File: src/rtl/tdc_encoder_pipe.sv
// rtl/tdc_encoder_pipe.sv - pipelined bubble-tolerant TDC fine/coarse encoder
//
// Three register stages, fully streaming, no backpressure:
//   S1 captures the delay-line snapshot and both counter samples,
//   S2 registers the fine bin, coarse select and bubble flag,
//   S3 registers the combined timestamp and the flags.
//
// Ports:
//   clk, rst        system clock, asynchronous active-high reset
//   hit_valid       qualifies fine_raw_code / counterA / counterB for one cycle
//   fine_raw_code   delay-line thermometer snapshot (FINE_BITS taps)
//   counterA/B      ripple counter samples (CNT_BITS)
//   err_clr         synchronous clear of bubble_cnt, wins over increment
//   out_valid       tdc_code, fine_code and flags valid this cycle
//   tdc_code        coarse*(2*FINE_BITS)+fine, saturated to OUT_BITS
//   fine_code       fine bin 0..2*FINE_BITS-1
//   bubble_err      snapshot had more than one transition
//   sat_err         tdc_code saturated
//   bubble_cnt      saturating count of bubble hits
module tdc_encoder_pipe #(
    parameter int FINE_BITS    = 55,
    parameter int CNT_BITS     = 5,
    parameter int OUT_BITS     = 12,
    parameter int ERR_CNT_BITS = 8,
    localparam int FINE_W      = $clog2(2 * FINE_BITS)
) (
    input  logic                    clk,
    input  logic                    rst,
    input  logic                    hit_valid,
    input  logic [FINE_BITS-1:0]    fine_raw_code,
    input  logic [CNT_BITS-1:0]     counterA,
    input  logic [CNT_BITS-1:0]     counterB,
    input  logic                    err_clr,
    output logic                    out_valid,
    output logic [OUT_BITS-1:0]     tdc_code,
    output logic [FINE_W-1:0]       fine_code,
    output logic                    bubble_err,
    output logic                    sat_err,
    output logic [ERR_CNT_BITS-1:0] bubble_cnt
);

    localparam int BINS   = 2 * FINE_BITS;
    localparam int PCNT_W = $clog2(FINE_BITS + 1);
    localparam int SUM_W  = CNT_BITS + FINE_W + 1;
    // Compare width must hold both the sum and the all-ones code limit.
    localparam int CMP_W  = (SUM_W > OUT_BITS + 1) ? SUM_W : OUT_BITS + 1;

    // ---------------- S1: capture ----------------
    logic                 s1_valid;
    logic [FINE_BITS-1:0] s1_raw;
    logic [CNT_BITS-1:0]  s1_cnt_a;
    logic [CNT_BITS-1:0]  s1_cnt_b;

    always_ff @(posedge clk or posedge rst) begin
        if (rst) begin
            s1_valid <= 1'b0;
            s1_raw   <= '0;
            s1_cnt_a <= '0;
            s1_cnt_b <= '0;
        end else begin
            // Data loads every cycle; only the valid bit qualifies it.
            s1_valid <= hit_valid;
            s1_raw   <= fine_raw_code;
            s1_cnt_a <= counterA;
            s1_cnt_b <= counterB;
        end
    end

    // ---------------- S2: fine decode ----------------
    logic [PCNT_W-1:0]   pop;
    logic [PCNT_W-1:0]   trans;
    logic                sel;
    logic [FINE_W-1:0]   fine_d;
    logic [CNT_BITS-1:0] coarse_d;

    always_comb begin
        pop   = '0;
        trans = '0;
        for (int i = 0; i < FINE_BITS; i++) begin
            pop = pop + PCNT_W'(s1_raw[i]);
        end
        for (int i = 0; i < FINE_BITS - 1; i++) begin
            trans = trans + PCNT_W'(s1_raw[i] ^ s1_raw[i+1]);
        end
    end

    // raw[0] tells which half-cycle the edge is in: a run of ones from
    // tap 0 counts up through counter A's phase, a run of zeros counts the
    // second half against counter B. Popcount makes the decode tolerant of
    // isolated bubbles instead of latching onto the first transition.
    assign sel      = s1_raw[0];
    assign fine_d   = sel ? (FINE_W'(pop) - FINE_W'(1))
                          : (FINE_W'(BINS - 1) - FINE_W'(pop));
    assign coarse_d = sel ? s1_cnt_a : s1_cnt_b;

    logic                s2_valid;
    logic [FINE_W-1:0]   s2_fine;
    logic [CNT_BITS-1:0] s2_coarse;
    logic                s2_bubble;

    always_ff @(posedge clk or posedge rst) begin
        if (rst) begin
            s2_valid  <= 1'b0;
            s2_fine   <= '0;
            s2_coarse <= '0;
            s2_bubble <= 1'b0;
        end else begin
            s2_valid  <= s1_valid;
            s2_fine   <= fine_d;
            s2_coarse <= coarse_d;
            s2_bubble <= (trans > PCNT_W'(1));
        end
    end

    // ---------------- S3: combine and saturate ----------------
    logic [CMP_W-1:0] sum;
    logic             sat_d;

    assign sum   = CMP_W'(s2_coarse) * CMP_W'(BINS) + CMP_W'(s2_fine);
    assign sat_d = (sum > CMP_W'({OUT_BITS{1'b1}}));

    always_ff @(posedge clk or posedge rst) begin
        if (rst) begin
            out_valid  <= 1'b0;
            tdc_code   <= '0;
            fine_code  <= '0;
            bubble_err <= 1'b0;
            sat_err    <= 1'b0;
        end else begin
            out_valid <= s2_valid;
            // Result fields hold their last value between hits.
            if (s2_valid) begin
                tdc_code   <= sat_d ? {OUT_BITS{1'b1}} : sum[OUT_BITS-1:0];
                fine_code  <= s2_fine;
                bubble_err <= s2_bubble;
                sat_err    <= sat_d;
            end
        end
    end

    // Counts in step with the output register so bubble_cnt already
    // includes a bubble hit in the cycle its out_valid is shown.
    always_ff @(posedge clk or posedge rst) begin
        if (rst) begin
            bubble_cnt <= '0;
        end else if (err_clr) begin
            bubble_cnt <= '0;
        end else if (s2_valid && s2_bubble && (bubble_cnt != {ERR_CNT_BITS{1'b1}})) begin
            bubble_cnt <= bubble_cnt + ERR_CNT_BITS'(1);
        end
    end

endmodule

File: config.mk
export PLATFORM = sky130hd
export DESIGN_NAME = tdc_encoder_pipe
export DESIGN_NICKNAME = d
export VERILOG_FILES = /design/src/rtl/tdc_encoder_pipe.sv
export SDC_FILE = /design/constraint.sdc
export NUM_CORES = 1
export LEC_CHECK = 0
export CAP_MARGIN = 20
export CORE_UTILIZATION = 57
export DETAILED_ROUTE_END_ITERATION = 6
export GPL_ROUTABILITY_DRIVEN = 0
export PLACE_DENSITY = 0.84
export SKIP_CTS_REPAIR_TIMING = 1
export SYNTH_ARGS = -nofsm -noshare
export SYNTH_HDL_FRONTEND = slang
export SYNTH_SLANG_ARGS = --single-unit
File: constraint.sdc
create_clock -name clk -period 6.5 [get_ports clk]
set_clock_uncertainty 0.15 [all_clocks]
set_input_delay 0.975 -clock clk [delete_from_list [all_inputs] [get_ports clk]]
set_output_delay 0.975 -clock clk [all_outputs]
set_load 0.02 [all_outputs]
# Yosys cells after proc, flatten, opt, wreduce, memory -nomap -nowiden
# Index checks and enable logic that the tools add are counted.
word_totals:
  regBits: 110
  word_cells: 191
  in_bits: 69
classes:
  n_reduce_logical: 3
  n_mul: 1
  addsub: 111
  mux: 5
  bitwise: 54
  n_eq_ne: 1
  order_cmp: 2
ops:
  columns: ["cell", "n"]
  rows:
  - ["6-bit by 1-bit adder with 6-bit output", 97]
  - ["1-bit XOR", 54]
  - ["8-bit 2-to-1 mux", 2]
  - ["12-bit by 7-bit adder with 13-bit output", 1]
  - ["13-bit by 12-bit greater-than comparator with 1-bit output, second input constant", 1]
  - ["5-bit by 1-bit adder with 6-bit output", 2]
  - ["12-bit 2-to-1 mux", 1]
  - ["5-bit by 6-bit multiplier with 11-bit output, second input constant", 1]
  - ["4-bit by 1-bit adder with 5-bit output", 2]
  - ["3-bit by 1-bit adder with 4-bit output", 2]
  - ["8-bit by 1-bit adder with 8-bit output, second input constant", 1]
  - ["8-bit inequality test, second input constant", 1]
  - ["7-bit 2-to-1 mux", 1]
  - ["6-bit by 1-bit subtractor with 7-bit output, second input constant", 1]
  - ["7-bit by 6-bit subtractor with 7-bit output, first input constant", 1]
  - ["2-bit by 1-bit adder with 3-bit output", 2]
  - ["6-bit by 1-bit greater-than comparator with 1-bit output, second input constant", 1]
  - ["5-bit 2-to-1 mux", 1]
  - ["1-bit by 1-bit adder with 2-bit output", 2]
  - ["1-bit logical AND", 2]
  - ["2-bit nonzero test", 1]

# Depth between registers and ports, before layout
logic_depth:
  ltp_word: 56
  ltp_mapped: 22
  ltp_nobuf: 22

# Worst setup path before layout
# OpenSTA, ideal clock, no wires.
synth_path:
  kind: "register to register"
  startpoint: "reg s1_raw[0]"
  endpoint: "reg s2_fine[5]"
  synth_period_minus_slack_ps: 5848
  path_stages_with_launch: 17
  slack_ps: 652
  arrival_ps: 5575
  required_ps: 6227
  n_path_buf: 0
  path_cell_list: "dfrtp_1 inv_1 fa_1 fa_1 fa_1 fa_1 fa_1 fa_1 fa_1 fa_1 fa_1 xor2_1 inv_1 ha_1 a31oi_1 o21bai_1 xnor2_1"
synth_via:
  elab_chain_len: 56
  elab_cells_between_ends: 57
  classes_between: "56 x add/sub; 1 x mux"
synth_rtl:
  columns: ["item", "line_no", "rtl"]
  rows:
  - ["start: declaration", "50", "logic [FINE_BITS-1:0] s1_raw;"]
  - ["start signal: assignment", "63", "s1_raw <= fine_raw_code;"]
  - ["1-bit by 1-bit adder with 2-bit output", "80", "pop = pop + PCNT_W'(s1_raw[i]);"]
  - ["2-bit by 1-bit adder with 3-bit output", "80", null]
  - ["3-bit by 1-bit adder with 4-bit output", "80", null]
  - ["4-bit by 1-bit adder with 5-bit output", "80", null]
  - ["5-bit by 1-bit adder with 6-bit output", "80", null]
  - ["6-bit by 1-bit adder with 6-bit output (49 in a row)", "80", null]
  - ["7-bit by 6-bit subtractor with 7-bit output or 6-bit by 1-bit subtractor with 7-bit output (tied branches)", "93, 92", null]
  - ["7-bit 2-to-1 mux (*)", "92", "assign fine_d = sel ? (FINE_W'(pop) - FINE_W'(1))"]
  - ["net fine_d[5]", "73", "logic [FINE_W-1:0] fine_d;"]
  - ["end signal: assignment", "109", "s2_fine <= fine_d;"]
  - ["end: declaration", "97", "logic [FINE_W-1:0] s2_fine;"]
# The timed path passes the listed nets; every way through them passes the cells marked *.
# A chain may end at the register's enable or synchronous reset.

# Worst setup path after layout
layout_path:
  startpoint: "reg s1_raw[23]"
  endpoint: "reg s2_fine[5]"
layout_via:
  elab_chain_len: 34
  elab_cells_between_ends: 35
  classes_between: "34 x add/sub; 1 x mux"
layout_rtl:
  columns: ["item", "line_no"]
  rows:
  - ["6-bit by 1-bit adder with 6-bit output (*) (32 in a row)", "80"]
  - ["7-bit by 6-bit subtractor with 7-bit output or 6-bit by 1-bit subtractor with 7-bit output (tied branches)", "93, 92"]
  - ["7-bit 2-to-1 mux (*)", "92"]
  - ["net fine_d[5]", "73"]
# Marked as above.

==> flow_summary.json <==
{
  "post-route-drc-count": 0,
  "die_area_um2": 14100,
  "setup-violations-final": 0,
  "final_cell_count_no_fill": 944,
  "rows": 42,
  "die_h_um": 119,
  "drive_gt1_share_pct": 5.60,
  "diodes": 0,
  "fp.coreArea_um2": 13300,
  "grt_overflow": 0,
  "viasPerCell": 5.10,
  "grt_max_degree": 66,
  "yosysSeqAreaShare_pct": 35.3,
  "slew_headroom_pct": 49.7,
  "nets": 989,
  "grt_pass1_wl_um": 25000,
  "tritoncts": "done",
  "critPathKind": "register to register",
  "syn_area_um2": 7790,
  "synth_cell_type_count": 59,
  "grt_pass1_vias": 5303,
  "final_core_utilization_pct": 70.0,
  "crit_top_cell": "fa_1",
  "start_util_pct": 58.6,
  "path_cells": "inv_1 -> fa_1 -> inv_1 -> fa_1 -> fa_1 -> inv_1 -> fa_1 -> fa_1 -> fa_1 -> fa_1 -> fa_1 -> fa_1 -> xor2_1 -> inv_1 -> ha_1 -> a31oi_1 -> o21bai_1 -> xnor2_1",
  "clk_pin_slew_ps": 70,
  "fin_crit_ps": 6200,
  "run_status": "finished clean",
  "cts_buffers": 9,
  "clockBufferDepth": 2,
  "synth-edff-count": 0,
  "portBuffers": 98,
  "final_cell_mix": "inv_1 (144), dfrtp_1 (110), clkdlybuf4s50_1 (98)",
  "synth.avg_cell_area_um2": 11.8,
  "async_flop_share_pct": 100,
  "fin_crit_sh_pct": 95.4,
  "synth_ff_type": "dfrtp_1",
  "ios": 99,
  "maxCapViolations": 0,
  "dpl_cell_area_um2": 8990,
  "insertion_delay_ps": 350,
  "crit_required_ps": 6580,
  "cts_max_level": 3,
  "dp_cells": 930,
  "die_w_um": 119,
  "wl_um": 14300,
  "yosysWarnings": 0,
  "cts_root_buffer": "clkbuf_16",
  "synthesis.nets": 884,
  "syn_to_final_growth_pct": 19.5,
  "finalHoldViolCount": 0,
  "fin_tns_setup_ps": 0,
  "cts_sinks": 110,
  "slew_viol_final": 0,
  "cp_max_fo": 4,
  "vias": 4812,
  "rsz0062_at_grt": "no",
  "critical_path.max_stage_delay_ps": 550,
  "hpwl_um": 12100,
  "ys_ff_latch": 110,
  "postRouteAntennaNets": 0,
  "design_area_um2": 9310,
  "drtPass1Iterations": 5,
  "cp-start-kind": "register",
  "worst_pin_slew_ps": 755,
  "grt_usage_pct": 22.9,
  "crit_arrival_ps": 6290,
  "hold_class": "register to register",
  "routedWlPerCell_um": 15.2,
  "slowest_stage": "fa_1",
  "final_common_cell": "inv_1",
  "antenna_found_initial": 0,
  "end_kind": "register",
  "syn_inst": 660,
  "drt-initial-drc-count": 220,
  "max_freq_ghz": 0.161
}
==> cells in the mapped netlist, types with 3 or more instances <==
| cell | count | area share (%) |
|---|---|---|
| or3_1 | 3 | 0.24 |
| nor2_1 | 20 | 0.96 |
| nand4_1 | 6 | 0.48 |
| o21ai_2 | 4 | 0.45 |
| o21a_1 | 3 | 0.29 |
| dfrtp_1 | 110 | 35 |
| xnor2_1 | 37 | 4.2 |
| mux2_2 | 11 | 1.6 |
| a21oi_1 | 12 | 0.77 |
| nor3_1 | 5 | 0.32 |
| and3_1 | 3 | 0.24 |
| buf_1 | 4 | 0.19 |
| a21o_1 | 7 | 0.67 |
| inv_1 | 145 | 7.0 |
| o21ai_0 | 10 | 0.64 |
| o211ai_2 | 3 | 0.48 |
| fa_1 | 95 | 24 |
| xor2_1 | 43 | 4.8 |
| mux2i_1 | 5 | 0.64 |
| ha_1 | 60 | 9.6 |
| nand2_1 | 19 | 0.92 |
| nand3_1 | 4 | 0.26 |
| a211oi_1 | 4 | 0.39 |
| o21bai_1 | 3 | 0.29 |
| nor2b_1 | 5 | 0.40 |
==> per-stage QoR <==
stage | setup WS, ps | hold slack (ps)
5_1_grt | 39.4 | 242
2_1_floorplan | 652 | 181
4_1_cts | 276 | 226
3_5_place_dp | 278 | 195
3_3_place_gp | 538 | 190
6_report | 296 | 219
==> cell families (layout without fill, tap and decap cells) <==
kind of cell | count (synthesis) | after routing | synth area share [%]
adder cells (fa/ha/maj) | 155 | 155 | 34.0
AO/OA/AOI/OAI | 71 | 71 | 6.91
flip-flops | 110 | 110 | 35.3
multiplexers | 17 | 17 | 2.38
XOR/XNOR | 80 | 80 | 8.99
AND/OR/NAND/NOR | 74 | 74 | 4.91
buffers and inverters | 153 | 261 | 7.44
==> worst paths after layout <==
path	startpoint	endpoint	slack, ps	cells past startpoint
max	s1_raw[23]	s2_fine[5]	300	18
min	s1_valid	s2_valid	220	0
max reg2reg	s1_raw[23]	s2_fine[5]	300	18
min reg2reg	s1_valid	s2_valid	220	0
max in group asynchronous	rst	s1_raw[43]	4140	3
min in group asynchronous	rst	s1_valid	880	2
==> state kept, by name, summed over array words and instances (netlist names) <==
| name | count |
|---|---|
| sat_err | 1 |
| tdc_code | 12 |
| s2_fine | 7 |
| s1_raw | 55 |
| bubble_err | 1 |
| out_valid | 1 |
| s2_valid | 1 |
| fine_code | 7 |
| s2_bubble | 1 |
| s2_coarse | 5 |
| s1_cnt_b | 5 |
| bubble_cnt | 8 |
| s1_valid | 1 |
| s1_cnt_a | 5 |
==> final cells by class <==
type	instances	area, um2
clock buffers	10	229
inverters	146	551
flip-flops and latches	110	2750
repair buffers	101	1000
well taps	176	220
clock inverters	4	97.6
fillers	912	3980
multi-input cells	397	4460
==> critical path, delay by kind of cell (launching register included) <==
kind / cells / cell delay, ps
DFF: 1 / 420
AOI/OAI and AO/OA: 2 / 240
xor gates and xnor gates: 2 / 450
buffers and inverters: 4 / 340
adders and majority gates: 10 / 4480
==> layer usage <==
metal,vias up,routed length (um),GRT usage [%]
met5,-,0,0
met4,0,324,8.07
met3,24,597,5.03
met2,139,7450,38.8
met1,2379,5960,29.3
li1,2270,-,-
Power is not shown: default switching activity piles up to over one toggle a cycle in this logic, so the estimate is an artifact.
